--- src/rtl/crtc_portctl_pkg.sv ---
// crtc_pkg: register indices, port offsets and reset values shared by the CRTC port controller.
package crtc_pkg;
    localparam logic [4:0] R_CUR_START = 5'd10;
    localparam logic [4:0] R_CUR_END   = 5'd11;
    localparam logic [4:0] R_START_HI  = 5'd12;
    localparam logic [4:0] R_START_LO  = 5'd13;
    localparam logic [4:0] R_CUR_HI    = 5'd14;
    localparam logic [4:0] R_CUR_LO    = 5'd15;

    localparam logic [15:0] OFS_INDEX  = 16'd0;
    localparam logic [15:0] OFS_DATA   = 16'd1;
    localparam logic [15:0] OFS_MODE   = 16'd4;
    localparam logic [15:0] OFS_COLOR  = 16'd5;
    localparam logic [15:0] OFS_STATUS = 16'd6;

    localparam logic [7:0] RST_CUR_START = 8'h06;
    localparam logic [7:0] RST_CUR_END   = 8'h07;
    localparam logic [7:0] RST_MODE      = 8'h29;
    localparam logic [7:0] RST_COLOR     = 8'h00;

    // Bits a register actually stores; unstored bits read back as zero.
    function automatic logic [7:0] wr_mask(input logic [4:0] idx, input int cw);
        return (idx == R_CUR_START || idx == R_CUR_END) ? 8'h3F :
               (idx == R_START_HI || idx == R_CUR_HI)   ? 8'((16'd1 << (cw - 8)) - 16'd1) :
                                                          8'hFF;
    endfunction
endpackage

--- src/rtl/crtc_portctl_sync_edge.sv ---
// sync_edge: 2-flop synchroniser with a one-cycle rising-edge pulse on the synchronised level.
module sync_edge (
    input  logic clock,
    input  logic reset,
    input  logic i_d,
    output logic o_level,
    output logic o_rise
);
    logic [1:0] r_sync;
    logic       r_prev;

    always_ff @(posedge clock) begin
        if (reset) begin
            r_sync <= 2'b00;
            r_prev <= 1'b0;
        end else begin
            r_sync <= {r_sync[0], i_d};
            r_prev <= r_sync[1];
        end
    end

    assign o_level = r_sync[1];
    assign o_rise  = r_sync[1] & ~r_prev;
endmodule

--- src/rtl/crtc_portctl.sv ---
// crtc_portctl: CGA/CRTC port-bus controller with indexed register file, mode/colour
// registers, live status byte and retrace-driven cursor blink.
module crtc_portctl
    import crtc_pkg::*;
#(
    parameter logic [15:0] BASE         = 16'h3D4,
    parameter int          NREGS        = 18,
    parameter int          CURSOR_W     = 11,
    parameter int          BLINK_FRAMES = 16
) (
    input  logic                clock,
    input  logic                reset,
    input  logic                port_clk,
    input  logic [15:0]         port,
    input  logic [7:0]          port_o,
    input  logic                port_w,
    output logic [7:0]          port_i,
    input  logic                vretrace,
    output logic [CURSOR_W-1:0] vga_cursor,
    output logic [CURSOR_W-1:0] start_addr,
    output logic [4:0]          cursor_start,
    output logic [4:0]          cursor_end,
    output logic                cursor_visible,
    output logic [7:0]          mode_reg,
    output logic [7:0]          color_reg
);
    localparam int FW = (BLINK_FRAMES > 1) ? $clog2(BLINK_FRAMES) : 1;

    logic [4:0]    r_index;
    logic [7:0]    r_regs [NREGS];
    logic [7:0]    r_mode;
    logic [7:0]    r_color;
    logic [FW-1:0] r_frames;
    logic          r_phase;

    logic          w_vr_s;
    logic          w_vr_rise;
    logic          w_idx_ok;
    logic          w_wrap;
    logic [15:0]   w_ofs;
    logic [15:0]   w_cur;
    logic [15:0]   w_start;
    logic [7:0]    w_reg_rd;
    logic [7:0]    w_rdata;

    sync_edge u_vr_sync (
        .clock   (clock),
        .reset   (reset),
        .i_d     (vretrace),
        .o_level (w_vr_s),
        .o_rise  (w_vr_rise)
    );

    assign w_ofs    = port - BASE;
    assign w_idx_ok = {1'b0, r_index} < 6'(NREGS);
    assign w_reg_rd = w_idx_ok ? r_regs[r_index] : 8'h00;
    assign w_wrap   = r_frames == FW'(BLINK_FRAMES - 1);

    // Unmapped reads fall through to the current port_i so the bus value is held.
    always_comb begin
        w_rdata = (w_ofs == OFS_INDEX)  ? {3'b000, r_index} :
                  (w_ofs == OFS_DATA)   ? w_reg_rd :
                  (w_ofs == OFS_MODE)   ? r_mode :
                  (w_ofs == OFS_COLOR)  ? r_color :
                  (w_ofs == OFS_STATUS) ? {4'b0000, w_vr_s, 2'b00, w_vr_s} :
                                          port_i;
    end

    always_ff @(posedge clock) begin
        if (reset) begin
            r_index  <= 5'd0;
            for (int i = 0; i < NREGS; i++)
                r_regs[i] <= (i == int'(R_CUR_START)) ? RST_CUR_START :
                             (i == int'(R_CUR_END))   ? RST_CUR_END : 8'h00;
            r_mode   <= RST_MODE;
            r_color  <= RST_COLOR;
            port_i   <= 8'h00;
            r_frames <= '0;
            r_phase  <= 1'b1;
        end else begin
            if (port_clk && port_w) begin
                if (w_ofs == OFS_INDEX) r_index <= port_o[4:0];
                if (w_ofs == OFS_DATA && w_idx_ok) r_regs[r_index] <= port_o & wr_mask(r_index, CURSOR_W);
                if (w_ofs == OFS_MODE) r_mode <= port_o;
                if (w_ofs == OFS_COLOR) r_color <= port_o;
            end
            if (port_clk && !port_w) port_i <= w_rdata;
            if (w_vr_rise) begin
                r_frames <= w_wrap ? '0 : r_frames + FW'(1);
                if (w_wrap) r_phase <= ~r_phase;
            end
        end
    end

    assign w_cur          = {r_regs[R_CUR_HI], r_regs[R_CUR_LO]};
    assign w_start        = {r_regs[R_START_HI], r_regs[R_START_LO]};
    assign vga_cursor     = w_cur[CURSOR_W-1:0];
    assign start_addr     = w_start[CURSOR_W-1:0];
    assign cursor_start   = r_regs[R_CUR_START][4:0];
    assign cursor_end     = r_regs[R_CUR_END][4:0];
    assign cursor_visible = r_phase & ~r_regs[R_CUR_START][5];
    assign mode_reg       = r_mode;
    assign color_reg      = r_color;
endmodule

--- config.mk ---
export PLATFORM = sky130hd
export DESIGN_NAME = crtc_portctl
export DESIGN_NICKNAME = d
export VERILOG_FILES = /design/src/rtl/crtc_portctl_pkg.sv /design/src/rtl/crtc_portctl_sync_edge.sv /design/src/rtl/crtc_portctl.sv
export SDC_FILE = /design/constraint.sdc
export NUM_CORES = 1
export LEC_CHECK = 0
export CAP_MARGIN = 0
export CORE_MARGIN = 2
export CORE_UTILIZATION = 55
export CTS_CLUSTER_SIZE = 16
export DETAILED_ROUTE_END_ITERATION = 8
export PLACE_DENSITY = 0.8
export RECOVER_POWER = 100
export SLEW_MARGIN = 20
export SYNTH_ARGS = -nofsm -noshare
export SYNTH_HDL_FRONTEND = slang
export SYNTH_HIERARCHICAL = 1
export SYNTH_SLANG_ARGS = --single-unit
--- constraint.sdc ---
create_clock -name clock -period 3.11 [get_ports clock]
set_input_delay 0.622 -clock clock [delete_from_list [all_inputs] [get_ports clock]]
set_output_delay 0.622 -clock clock [all_outputs]
set_load 0.05 [all_outputs]
==> results.toml <==
[setup_path]
start_kind = "primary input"
cp_top_family = "simple AND/OR/NAND/NOR gates"
worstPathArrival_ps = 3210
cp.required_ps = 3530
worst_path_max_delay_cell = "sky130_fd_sc_hd__or4b_1"
cp_num_buf_inv = 4
criticalPathCategory = "in2reg"
timing.critical_path.to_type = "flip-flop"
crit_chain = "clkdlybuf4s50_1 -> or4b_1 -> o21ai_0 -> nand4_2 -> nor3_4 -> nand3_1 -> clkbuf_2 -> inv_1 -> buf_12"
max_stage_delay_ps = 540
path_max_fanout = 15

[floorplan]
die-area_sq_um = 24460
core_area_sq_um = 22710
rows = 55
chipHeight_microns = 156.4
die_x_extent_microns = 156.4
initial_utilization_pct = 56.25
ioPinCount = 86

[layout]
largest_register_ffs = 256
finalNetCount = 1193
syn_to_final_growth_pct = 23.47
design_area_sq_um = 15770
layout-drive-gt1-share_pct = 13.58
post-route-util_pct = 69.45
largest_register = "r_regs"
fillers = 1542
num_antenna_cells = 0

[power]
power_leakage_nw = 5.735
power_frac_comb_pct = 4.3
pwr-share-clk_pct = 42.7
power.ir.vdd_worst_mv = 0.4854
internal_power_mw = 6.750
p_switching_mw = 1.743
power_density_cells_nw_per_um2 = 538.5
power.share.switching_pct = 20.52
power.share.sequential_pct = 53.0

[timing]
aggregate_negative_setup_slack_ps = 0
final.period_utilization_pct = 89.94
transition_at_the_pin_with_the_smallest_max_transition_slack_ps = 1044
report.final.hold_viol_count = 0
time_the_worst_path_needs_with_i_o_delays_and_setup_ps = 2797
setup_viol = 0
slew_violations = 0
skew_ps = 11.62
rsz0062_at_grt = "false"
clock.fmax_mhz = 357.5
max-slew-margin-rel_pct = 30.40

[yosys]
synth_ff_type = "sky130_fd_sc_hd__edfxtp_1"
combinational_family_with_the_most_area_after_synthesis = "multiplexers"
post_synth_most_frequent_cells = "256 x sky130_fd_sc_hd__edfxtp_1, 159 x sky130_fd_sc_hd__nor2_1, 56 x sky130_fd_sc_hd__mux2i_1"
synth.mux.area_fraction_pct = 12.76
synth-edff-count = 256
synthesized_area_fraction_occupied_by_ao_oa_aoi_and_oai_cells_pct = 5.583
post_synth_and_or_nand_nor_area_fraction_pct = 11.65
arithmetic_cell_share_of_the_synthesized_area_counting_full_adders_half_adders_and_majority_gates_pct = 0.09795
synth.largest_area_cell = "sky130_fd_sc_hd__edfxtp_1"
synth-async-reset-ratio_pct = 0
synth-xor-area-share_pct = 0.1371
synth.ff_latch_count = 298
share_of_the_synthesized_area_in_the_top_cell_type_pct = 60.18
top_cells_by_area_in_the_synthesized_netlist = "sky130_fd_sc_hd__edfxtp_1 60%, sky130_fd_sc_hd__mux4_2 8.1%, sky130_fd_sc_hd__dfxtp_1 6.6%, sky130_fd_sc_hd__nor2_1 4.7%, sky130_fd_sc_hd__mux2i_1 4.4%"
postSynthAreaPerCell_sq_um = 14.21
synth-warning-count = 6
post_synth_num_cell_types = 59
synth.cell_area_sq_um = 12770
postSynthCellCount = 899
yosys.cell_count.top_type = "sky130_fd_sc_hd__edfxtp_1"
seq_area_frac_synth_pct = 66.76

[global_routing]
largest_net_degree_at_the_start_of_global_routing = 41
grt_usage_pct = 27.03
global_route_wire_length_before_repair_mm = 49.25
grt_pass1_vias = 8572
globalRoute.totalOverflow = 0
antenna_found_initial = 0

[clock_tree]
ctsRootBufferMaster = "sky130_fd_sc_hd__clkbuf_16"
cts_buffer_depth = 3
tritoncts.num_buffers = 30
tritoncts = "done"
cts_hold_buffers = 0
insertion_delay_ps = 560
clock_tree.htree_level_count = 1
post_cts_resized = 0
clkTransAtPathRegs_ps = 60
cts.repair_timing.setup_buffer_count = 0
clock_sinks = 298

[detailed_routing]
route.vias.total = 8621
number_of_detailed_route_iterations_in_the_first_pass = 5
drt_drc_violations_left = 0
final_antenna_net_count = 0
detail_route.wirelength_mm = 32.00
drt_iter0_markers = 938
routed_wire_length_per_instance_microns = 21.75
drt-vias-per-instance = 5.861

[placed_design]
port_buffers = 85
dp_hpwl_mm = 22.22
place.gp.congestion = 0.8692
dpl_cell_area_sq_um = 14970

[worst_hold_path]
min_path_type = "reg2reg"

[status]
result_of_the_run = "completed"

[job]
cap_violations = 0
==> metrics by stage <==
| stage | setup WS [ps] | hold WS [ps] | power [mW] | std cells |
|---|---|---|---|---|
| 4_1_cts | 444.9 | 469.9 | 8.534 | 1471 |
| 6_report | 313.0 | 468.6 | 8.493 | 1471 |
| 3_5_place_dp | -81.40 | 459.4 | 4.956 | 1416 |
| 3_3_place_gp | -21.42 | 457.5 | 4.943 | 1416 |
| 5_1_grt | 133.4 | 502.6 | 8.707 | 1471 |
| 2_1_floorplan | 282.2 | 413.8 | 4.782 | 1024 |
==> layer usage <==
metal  part of all wire [%]  global-route usage, %  up-vias
met5                      0                      0        -
met4                    3.3                  9.699        0
met3                    8.8                  5.262       71
met2                     50                  45.44      456
met1                     38                  35.40     4296
li1                       -                      -     3798
==> worst paths after layout <==
path	from	to	slack, ps	cells after the start
max	port[3]	r_regs[24][6]	310	9
min	port_i[7]	port_i[7]	470	2
max reg2reg	flip-flop	port_i[4]	570	7
min reg2reg	port_i[7]	port_i[7]	470	2
==> cells in the final DEF, fill, tap and decap left out, types with 26 or more instances in the layout <==
cell type,instances
sky130_fd_sc_hd__edfxtp_1,256
sky130_fd_sc_hd__nor2_1,159
sky130_fd_sc_hd__conb_1,126
sky130_fd_sc_hd__dlygate4sd3_1,58
sky130_fd_sc_hd__mux2i_1,56
sky130_fd_sc_hd__mux4_2,46
sky130_fd_sc_hd__buf_4,43
sky130_fd_sc_hd__dfxtp_1,40
sky130_fd_sc_hd__clkbuf_1,37
sky130_fd_sc_hd__nand2_1,34
sky130_fd_sc_hd__clkbuf_16,31
sky130_fd_sc_hd__clkdlybuf4s50_1,26
==> power by group through the flow <==
stage	sequential [mW]	combinational [mW]	clock (mW)
6_report	4.50	0.364	3.63
3_3_place_gp	4.57	0.369	0
4_1_cts	4.50	0.375	3.66
5_1_grt	4.51	0.389	3.81
2_1_floorplan	4.60	0.183	0
3_5_place_dp	4.58	0.373	0
==> tightest hold or removal path: cells and delay by family, from the launching register on <==
kind | cells | cell delay [ps]
compound gates | 1 | 50
simple gates | 1 | 60
flops | 1 | 300
==> layout make-up <==
class                      count  area [sq um]  share of cell area [%]
timing repair buffer         172          1521                   9.647
sequential                   298          8536                   54.12
multi-input combinational    645          4308                   27.31
inverter                      16         60.06                  0.3808
tap                          285         356.6                   2.261
clock inverter                14         166.4                   1.055
clock buffer                  41         823.3                   5.220
==> cell families after synthesis <==
family / count (synthesis)
compound gates: 101
buf+inv: 81
mux: 105
fa+ha+maj: 1
simple gates: 310
other cells: 1
xor+xnor: 2
flops: 298
No activity file was read; power rests on OpenSTA's default activity.
